`src/rtl/ctr8_arb.sv`:
```
// Round-robin scheduler sharing one external 8-bit loadable up-counter among NREQ timeout requesters.
// Optional build macro CTR8_ARB_PERIODIC_EN adds the per input for back-to-back periodic reloads.
module ctr8_arb #(
  parameter int NREQ = 4
) (
  input  logic              clk,
  input  logic              rst,
  input  logic [NREQ-1:0]   req,
  input  logic [8*NREQ-1:0] len,
`ifdef CTR8_ARB_PERIODIC_EN
  input  logic [NREQ-1:0]   per,
`endif
  output logic [NREQ-1:0]   gnt,
  output logic [NREQ-1:0]   done,
  output logic              busy,
  output logic              ctr_rst_n,
  output logic              ctr_ld,
  output logic [7:0]        ctr_d,
  input  logic              ctr_co
);

  localparam int PTR_W = $clog2(NREQ);

  typedef enum logic [1:0] {IDLE, LOAD, RUN, DONE} state_t;

  state_t            state_q, state_d;
  logic [PTR_W-1:0]  ptr_q, ptr_d;
  logic [PTR_W-1:0]  sel_q, sel_d;
  logic [NREQ-1:0]   gnt_q, gnt_d;
  logic [NREQ-1:0]   done_q, done_d;

  logic              req_sel;
  logic [7:0]        len_sel;
  logic [PTR_W-1:0]  pick;

  // First requester at or after p, wrapping modulo NREQ; scanning far-to-near lets the nearest win.
  function automatic logic [PTR_W-1:0] rr_pick(input logic [NREQ-1:0] r,
                                               input logic [PTR_W-1:0] p);
    logic [PTR_W-1:0] best;
    int               ix;
    best = p;
    for (int k = NREQ - 1; k >= 0; k--) begin
      ix = (int'(p) + k) % NREQ;
      if (r[ix]) best = PTR_W'(ix);
    end
    return best;
  endfunction

  function automatic logic [PTR_W-1:0] next_ptr(input logic [PTR_W-1:0] s);
    return (s == PTR_W'(NREQ - 1)) ? '0 : s + PTR_W'(1);
  endfunction

  function automatic logic [NREQ-1:0] onehot(input logic [PTR_W-1:0] s);
    return NREQ'(1) << s;
  endfunction

  assign req_sel = req[sel_q];
  assign len_sel = len[{sel_q, 3'b000} +: 8];
  assign pick    = rr_pick(req, ptr_q);

  always_comb begin
    state_d = state_q;
    ptr_d   = ptr_q;
    sel_d   = sel_q;
    gnt_d   = gnt_q;
    done_d  = '0;
    case (state_q)
      IDLE: begin
        if (|req) begin
          sel_d   = pick;
          gnt_d   = onehot(pick);
          state_d = LOAD;
        end
      end
      LOAD: begin
        if (!req_sel) begin
          state_d = IDLE;
          gnt_d   = '0;
          ptr_d   = next_ptr(sel_q);
        end else begin
          state_d = RUN;
        end
      end
      RUN: begin
        // A dropped request beats a coincident carry: no done for an abandoned timeout.
        if (!req_sel) begin
          state_d = IDLE;
          gnt_d   = '0;
          ptr_d   = next_ptr(sel_q);
        end else if (ctr_co) begin
          state_d = DONE;
          done_d  = gnt_q;
        end
      end
      DONE: begin
`ifdef CTR8_ARB_PERIODIC_EN
        if (per[sel_q] && req_sel) begin
          state_d = LOAD;
        end else begin
          state_d = IDLE;
          gnt_d   = '0;
          ptr_d   = next_ptr(sel_q);
        end
`else
        state_d = IDLE;
        gnt_d   = '0;
        ptr_d   = next_ptr(sel_q);
`endif
      end
      default: begin
        state_d = IDLE;
        gnt_d   = '0;
      end
    endcase
  end

  always_ff @(posedge clk or posedge rst) begin
    if (rst) begin
      state_q <= IDLE;
      ptr_q   <= '0;
      sel_q   <= '0;
      gnt_q   <= '0;
      done_q  <= '0;
    end else begin
      state_q <= state_d;
      ptr_q   <= ptr_d;
      sel_q   <= sel_d;
      gnt_q   <= gnt_d;
      done_q  <= done_d;
    end
  end

  // Counter drive is a pure decode of state, so reset holds the counter cleared via IDLE.
  assign gnt       = gnt_q;
  assign done      = done_q;
  assign busy      = (state_q != IDLE);
  assign ctr_rst_n = (state_q != IDLE);
  assign ctr_ld    = (state_q == LOAD);
  assign ctr_d     = (state_q == LOAD) ? (8'd0 - len_sel) : 8'd0;

endmodule

```
`config.mk`:
```
export PLATFORM = sky130hd
export DESIGN_NAME = ctr8_arb
export DESIGN_NICKNAME = d
export VERILOG_FILES = /design/src/rtl/ctr8_arb.sv
export SDC_FILE = /design/constraint.sdc
export NUM_CORES = 1
export LEC_CHECK = 0
export CELL_PAD_IN_SITES_DETAIL_PLACEMENT = 1
export CELL_PAD_IN_SITES_GLOBAL_PLACEMENT = 2
export CORE_MARGIN = 2
export CORE_UTILIZATION = 21
export CTS_CLUSTER_DIAMETER = 50
export DETAILED_ROUTE_END_ITERATION = 8
export PLACE_DENSITY_LB_ADDON = 0.1
export REMOVE_ABC_BUFFERS = 1
export SYNTH_ARGS = -nofsm -noshare
export SYNTH_HDL_FRONTEND = slang
export SYNTH_SLANG_ARGS = --single-unit
```
`constraint.sdc`:
```
create_clock -name clk -period 2 [get_ports clk]
set_clock_uncertainty 0.05 [all_clocks]
set_input_delay 0.3 -clock clk [delete_from_list [all_inputs] [get_ports clk]]
set_output_delay 0.3 -clock clk [all_outputs]
set_load 0.02 [all_outputs]
```
==> out/qor.csv <==
metric,value,unit
fin_crit,2.65,ns
path_class,register to output pin,
clock_latency,0.25,ns
die-area,6200,sq um
route.detailed.drc,0,
layout.nets,256,
p_leak,0.996,nW
start_kind,register,
final_cell_mix,"clkdlybuf4s50_1, buf_4, dfrtp_1",
syn_area_per_cell,10.1,sq um
postLayoutCellArea,2240,sq um
fmax,377,MHz
violations,negative setup slack,
dp_hpwl,3320,um
p_switching,1.37,mW
antenna_left,0,
critPathRequiredTime,1.65,ns
grt.total_usage,14.1,%
rsz0062_at_grt,true,
yosysSeqAreaShare,29.9,%
die_h,78.8,um
relSlewSlack,61.4,%
p_per_area,1450,nW/um^2
cts_buffers,3,
clock_sinks,14,
switching_share,42.0,%
p_int,1.89,mW
hold_buffers,0,
root_buffer,clkbuf_8,
dieWidth,78.8,um
crit_fanout,6,
finalSetupViolations,8,
crit_path_end_kind,output pin,
setup_slack,-0.653,ns
synth-seq-cells,14,
grt_max_degree,15,
synth.distinct_cells,39,
antenna_cells_inserted,0,
core,5440,sq um
tightest_slew,0.578,ns
power.share.clock,8.7,%
wl_per_cell,14.5,um
ys.flop_type,dfrtp_1,
htree_levels,1,
rr_startpoint,sel_q[0],
initial_utilization,21.6,%
grt_pass1_wl,6920,um
placed_cell_area,2050,sq um
pwr-share-seq,15.1,%
fin_crit_sh,133,%
max-cap-violations,0,
critPathLaunch,sel_q[0],
drive_gt1_share,39.3,%
port_buffers,57,
clockBufferDepth,2,
ir_drop,0.441,mV
cp.arrival,2.30,ns
synth_edf_count,0,
cts.clk_slew.worst_paths,0.06,ns
first_pass_iters,4,
syn_inst,116,
antenna_found_initial,0,
drt_iter0_drc,52,
via_count,1290,
routed_wl,4090,um
netlist_area,1170,sq um
async_flop_share,100,%
io-pin-count,58,
grt_pass1_vias,1427,
gp_routability_congestion,0.751,
p_comb_share,76.2,%
post-place-ws,-1.06,ns
viasPerCell,4.56,
cts_tree,done,
yosys_warnings,0,
slew_viol_final,0,
min_path_type,primary input to async pin,
status,"complete, but fails checks",
grt.overflow.total,0,
rows,27,
hold_viol,0,
final_common_cell,clkdlybuf4s50_1,
syn_to_final_growth,90.8,%
-- worst paths after layout --
path                         endpoint  slack (ns)  cells after the start
setup / recovery             ctr_d[7]       -0.65                      6
hold / removal                done[3]        0.36                      2
setup reg to reg               gnt[1]        0.02                      9
hold reg to reg               done[1]        0.46                      1
max in group asynchronous  state_q[1]        1.16                      2
min in group clk              done[1]        0.46                      1
-- cell type report --
cell class                      count  area (sq um)
Fill cell                         633          3200
Clock buffer                        4          55.1
Timing Repair Buffer               95           871
Inverter                            8          30.0
Sequential cell                    14           350
Tap cell                           72          90.1
Multi-Input combinational cell     90           843
-- cells in the mapped netlist (2+ instances only) --
cell | number | area [sq um]
o21bai_1 | 3 | 22.5
clkbuf_1 | 2 | 7.51
ha_1 | 5 | 62.6
dfrtp_1 | 14 | 350
nor2b_1 | 4 | 25.0
nor2_1 | 7 | 26.3
a21oi_1 | 3 | 15.0
nand3_1 | 2 | 10.0
mux4_2 | 3 | 67.6
a21bo_2 | 2 | 20.0
o21ai_0 | 5 | 25.0
nor3_1 | 6 | 30.0
nand2b_1 | 2 | 12.5
o21a_1 | 2 | 15.0
o21ai_1 | 2 | 10.0
mux4_1 | 6 | 158
and3_1 | 4 | 25.0
and2_1 | 6 | 37.5
a32o_1 | 2 | 20.0
nand2_1 | 9 | 33.8
o31ai_1 | 2 | 15.0
inv_1 | 8 | 30.0
-- through the flow --
step                total power [mW]  instances  hold WS [ns]  TNS, ns  utilization (%)
floorplan                       1.58        112         0.139    -2.88                -
global placement                2.65        271         0.447    -7.46             37.6
detailed placement              2.71        271         0.452    -8.19             37.6
CTS                             3.11        280         0.385    -3.82             39.4
global route                    3.54        283         0.423    -4.54             41.2
finish                          3.25        283         0.358    -3.74             41.2
-- power by group through the flow --
stage | Clock (mW) | Combinational, mW | Sequential (mW)
global placement | 0 | 2.16 | 0.492
global route | 0.309 | 2.71 | 0.513
CTS | 0.295 | 2.33 | 0.489
floorplan | 0 | 1.03 | 0.553
detailed placement | 0 | 2.21 | 0.495
finish | 0.284 | 2.48 | 0.490
-- state kept, by name (all words and copies together), names as in the netlist --
signal,flops
done,4
state_q,2
gnt,4
ptr_q,2
sel_q,2
-- metal layers --
metal,track usage [%],wire [um]
met5,0,0
met3,3.18,158
met2,25.1,2090
met1,17.7,1830
met4,2.11,15
-- what timing repair did --
action,4_1_cts,5_1_grt
resized for setup,57,21
setup endpoints to repair,12,14
pin swaps,2,5
setup buffers,5,3
-- cells by family (layout without fill, tap and decap cells) --
family | count (synthesis) | in the layout | synth area share [%]
AOI/OAI and AO/OA | 28 | 28 | 17.4
xor gates and xnor gates | 1 | 1 | 0.746
adders and majority gates | 5 | 5 | 5.33
buffers and inverters | 12 | 107 | 4.80
DFF | 14 | 14 | 29.9
muxes | 10 | 10 | 20.1
and+or+nand+nor | 46 | 46 | 21.7
-- worst max-delay path, cell delays in order (launching register included) --
cell,delay [ns]
dfrtp_1,0.39
buf_12,0.14
mux4_2,0.52
or4_4,0.56
o21ai_2,0.12
nor3b_2,0.16
buf_4,0.16
Note: power is estimated with default switching activity, not from simulation.
==> RTL change, RTL diff (config.mk and constraints unchanged) <==
Encoding of `state_t`: now one-hot (4 bits for 4 states).
--- a/src/rtl/ctr8_arb.sv
+++ b/src/rtl/ctr8_arb.sv
@@ -22,5 +22,5 @@
   localparam int PTR_W = $clog2(NREQ);
 
-  typedef enum logic [1:0] {IDLE, LOAD, RUN, DONE} state_t;
+  typedef enum logic [3:0] {IDLE = 4'b0001, LOAD = 4'b0010, RUN = 4'b0100, DONE = 4'b1000} state_t;
 
   state_t            state_q, state_d;
Check against the original RTL: no difference found for any inputs over 10 cycles, from zero or initial values and one cycle with rst high; not proved beyond that.
==> RTL change against the unedited design <==
- the run still ends with setup timing left
- setup slack gained 0.17 ns
- final area grew 1.0%
- fmax grew 6.8%
- total power shrank 7.7%
- area after synthesis grew 2.1%
- wire length grew 2.9%
- sequential cell count grew 2
- critical path type is now input port to output pin
- largest cell class unchanged
==> RTL change: results (changes against the unedited design) <==
status=finished with violations (unchanged); failing checks=setup timing (unchanged); number of library cell types mapped by synthesis=42 (was 39); CP max stage delay=0.52 ns (was 0.56 ns); crit path max-delay cell type=mux4_2 (was or4_4); Layout Cells excl Fill=272 (was 283); Total GRT Usage=14.2% (was 14.1%); final setup violation count=9 (was 8); dpl ws=-1.01 ns (was -1.06 ns); Worst Tran Pin Value=0.615 ns (was 0.578 ns); DP Area=2010 um2 (was 2050 um2); R2R Setup Slk=-0.22 ns (was 0.02 ns); min-delay worst type=input port to async pin (unchanged); layout cells sized above 1=41.0% (was 39.3%); top post-synthesis cells by area=dfrtp_1 (31%), mux4_1 (18%), and2_1 (3.1%) (was dfrtp_1 (30%), mux4_1 (13%), mux4_2 (5.8%)); Final GP Congestion=0.859 (was 0.751); HPWL Detailed=3.23 mm (was 3.32 mm); Syn Area/Cell=10.6 um2 (was 10.1 um2); via count=1,254 (was 1,290); CP Max Fanout=3 (was 6); vias in the first global route=1,424 (was 1,427); drt initial violations=36 (was 52); largest net degree at the start of global routing=17 (was 15); Final #Nets=242 (was 256); Avg WL per Cell=15.5 um (was 14.5 um); filler instances=635 (was 633); Seq/Total Area, Yosys=33.5% (was 29.9%); Inserted Diodes=0 (unchanged); fin worst setup slack=-0.485 ns (was -0.653 ns); setup TNS=-3.01 ns (was -3.74 ns); beginning of the critical path=len[24] (was sel_q[0]$_DFFE_PP0P_); hold_ws=0.372 ns (was 0.358 ns); Max VDD drop=0.000539 V (was 0.000441 V); dpl cells=262 (was 271); Lkg Pwr=0.000944 uW (was 0.000996 uW); most frequent cells after synthesis=dfrtp_1 (15), inv_1 (10), nor2_1 (10), mux4_1 (8), a21oi_1 (7) (was dfrtp_1 (14), nand2_1 (9), inv_1 (8), nor2_1 (7)); RR Startpoint=sel_q[1]$_DFFE_PP0P_ (was sel_q[0]$_DFFE_PP0P_); first-pass GRT wire length=7.02 mm (was 6.92 mm); DRT Pass-1 Iters=4 (unchanged)
RTL change: logic make-up after synthesis:
kind of cell,count (synthesis),synth area share (%)
AOI/OAI and AO/OA,25,15.1
DFF,16,33.5
muxes,12,22.2
xor gates and xnor gates,2,1.46
buffers and inverters,15,5.84
adders and majority gates,2,2.09
and+or+nand+nor,41,19.7
RTL change: routing by layer:
| layer | track usage, % | part of all wire [%] |
|---|---|---|
| met5 | 0 | 0 |
| met4 | 3.97 | 0.74 |
| met3 | 2.49 | 4.3 |
| met2 | 25.0 | 50 |
| met1 | 17.6 | 45 |
RTL change: area by class of cell:
cell class	count	area [um2]	share of cell area (%)
timing repair buffer	88	841	37.2
multi-input combinational	82	832	36.8
sequential	16	404	17.9
tap	72	90.1	3.98
clock buffer	4	55.1	2.43
inverter	10	40.0	1.77
RTL change: critical path, delay by kind of cell:
kind,cells,cell delay (ns)
buffers and inverters,4,0.76
adders and majority gates,1,0.14
AOI/OAI and AO/OA,2,0.43
muxes,1,0.52
RTL change: where the power goes:
part           total (uW)  switching (uW)  internal, uW
clock                 290             115           175
sequential            560             125           435
combinational        2150             977          1180
total                3000            1220          1780
RTL change: path summary, 6_finish.rpt:
path / to / cells past startpoint
worst max-delay path: ctr_d[4] / 8
worst min-delay path: state_q[2]$_DFFE_PP0P_ / 2
worst max register to register: ptr_q[1]$_DFFE_PP0P_ / 5
worst min register to register: gnt[1]$_DFFE_PP0P_ / 1
max in group asynchronous: sel_q[1]$_DFFE_PP0P_ / 2
min in group clk: gnt[1]$_DFFE_PP0P_ / 1
RTL change: what timing repair did:
item | in CTS | in global routing
gates cloned | 0 | 0
resized for setup | 83 | 26
buffers inserted | 9 | 7
setup endpoints to repair | 22 | 18
pin swaps | 12 | 10
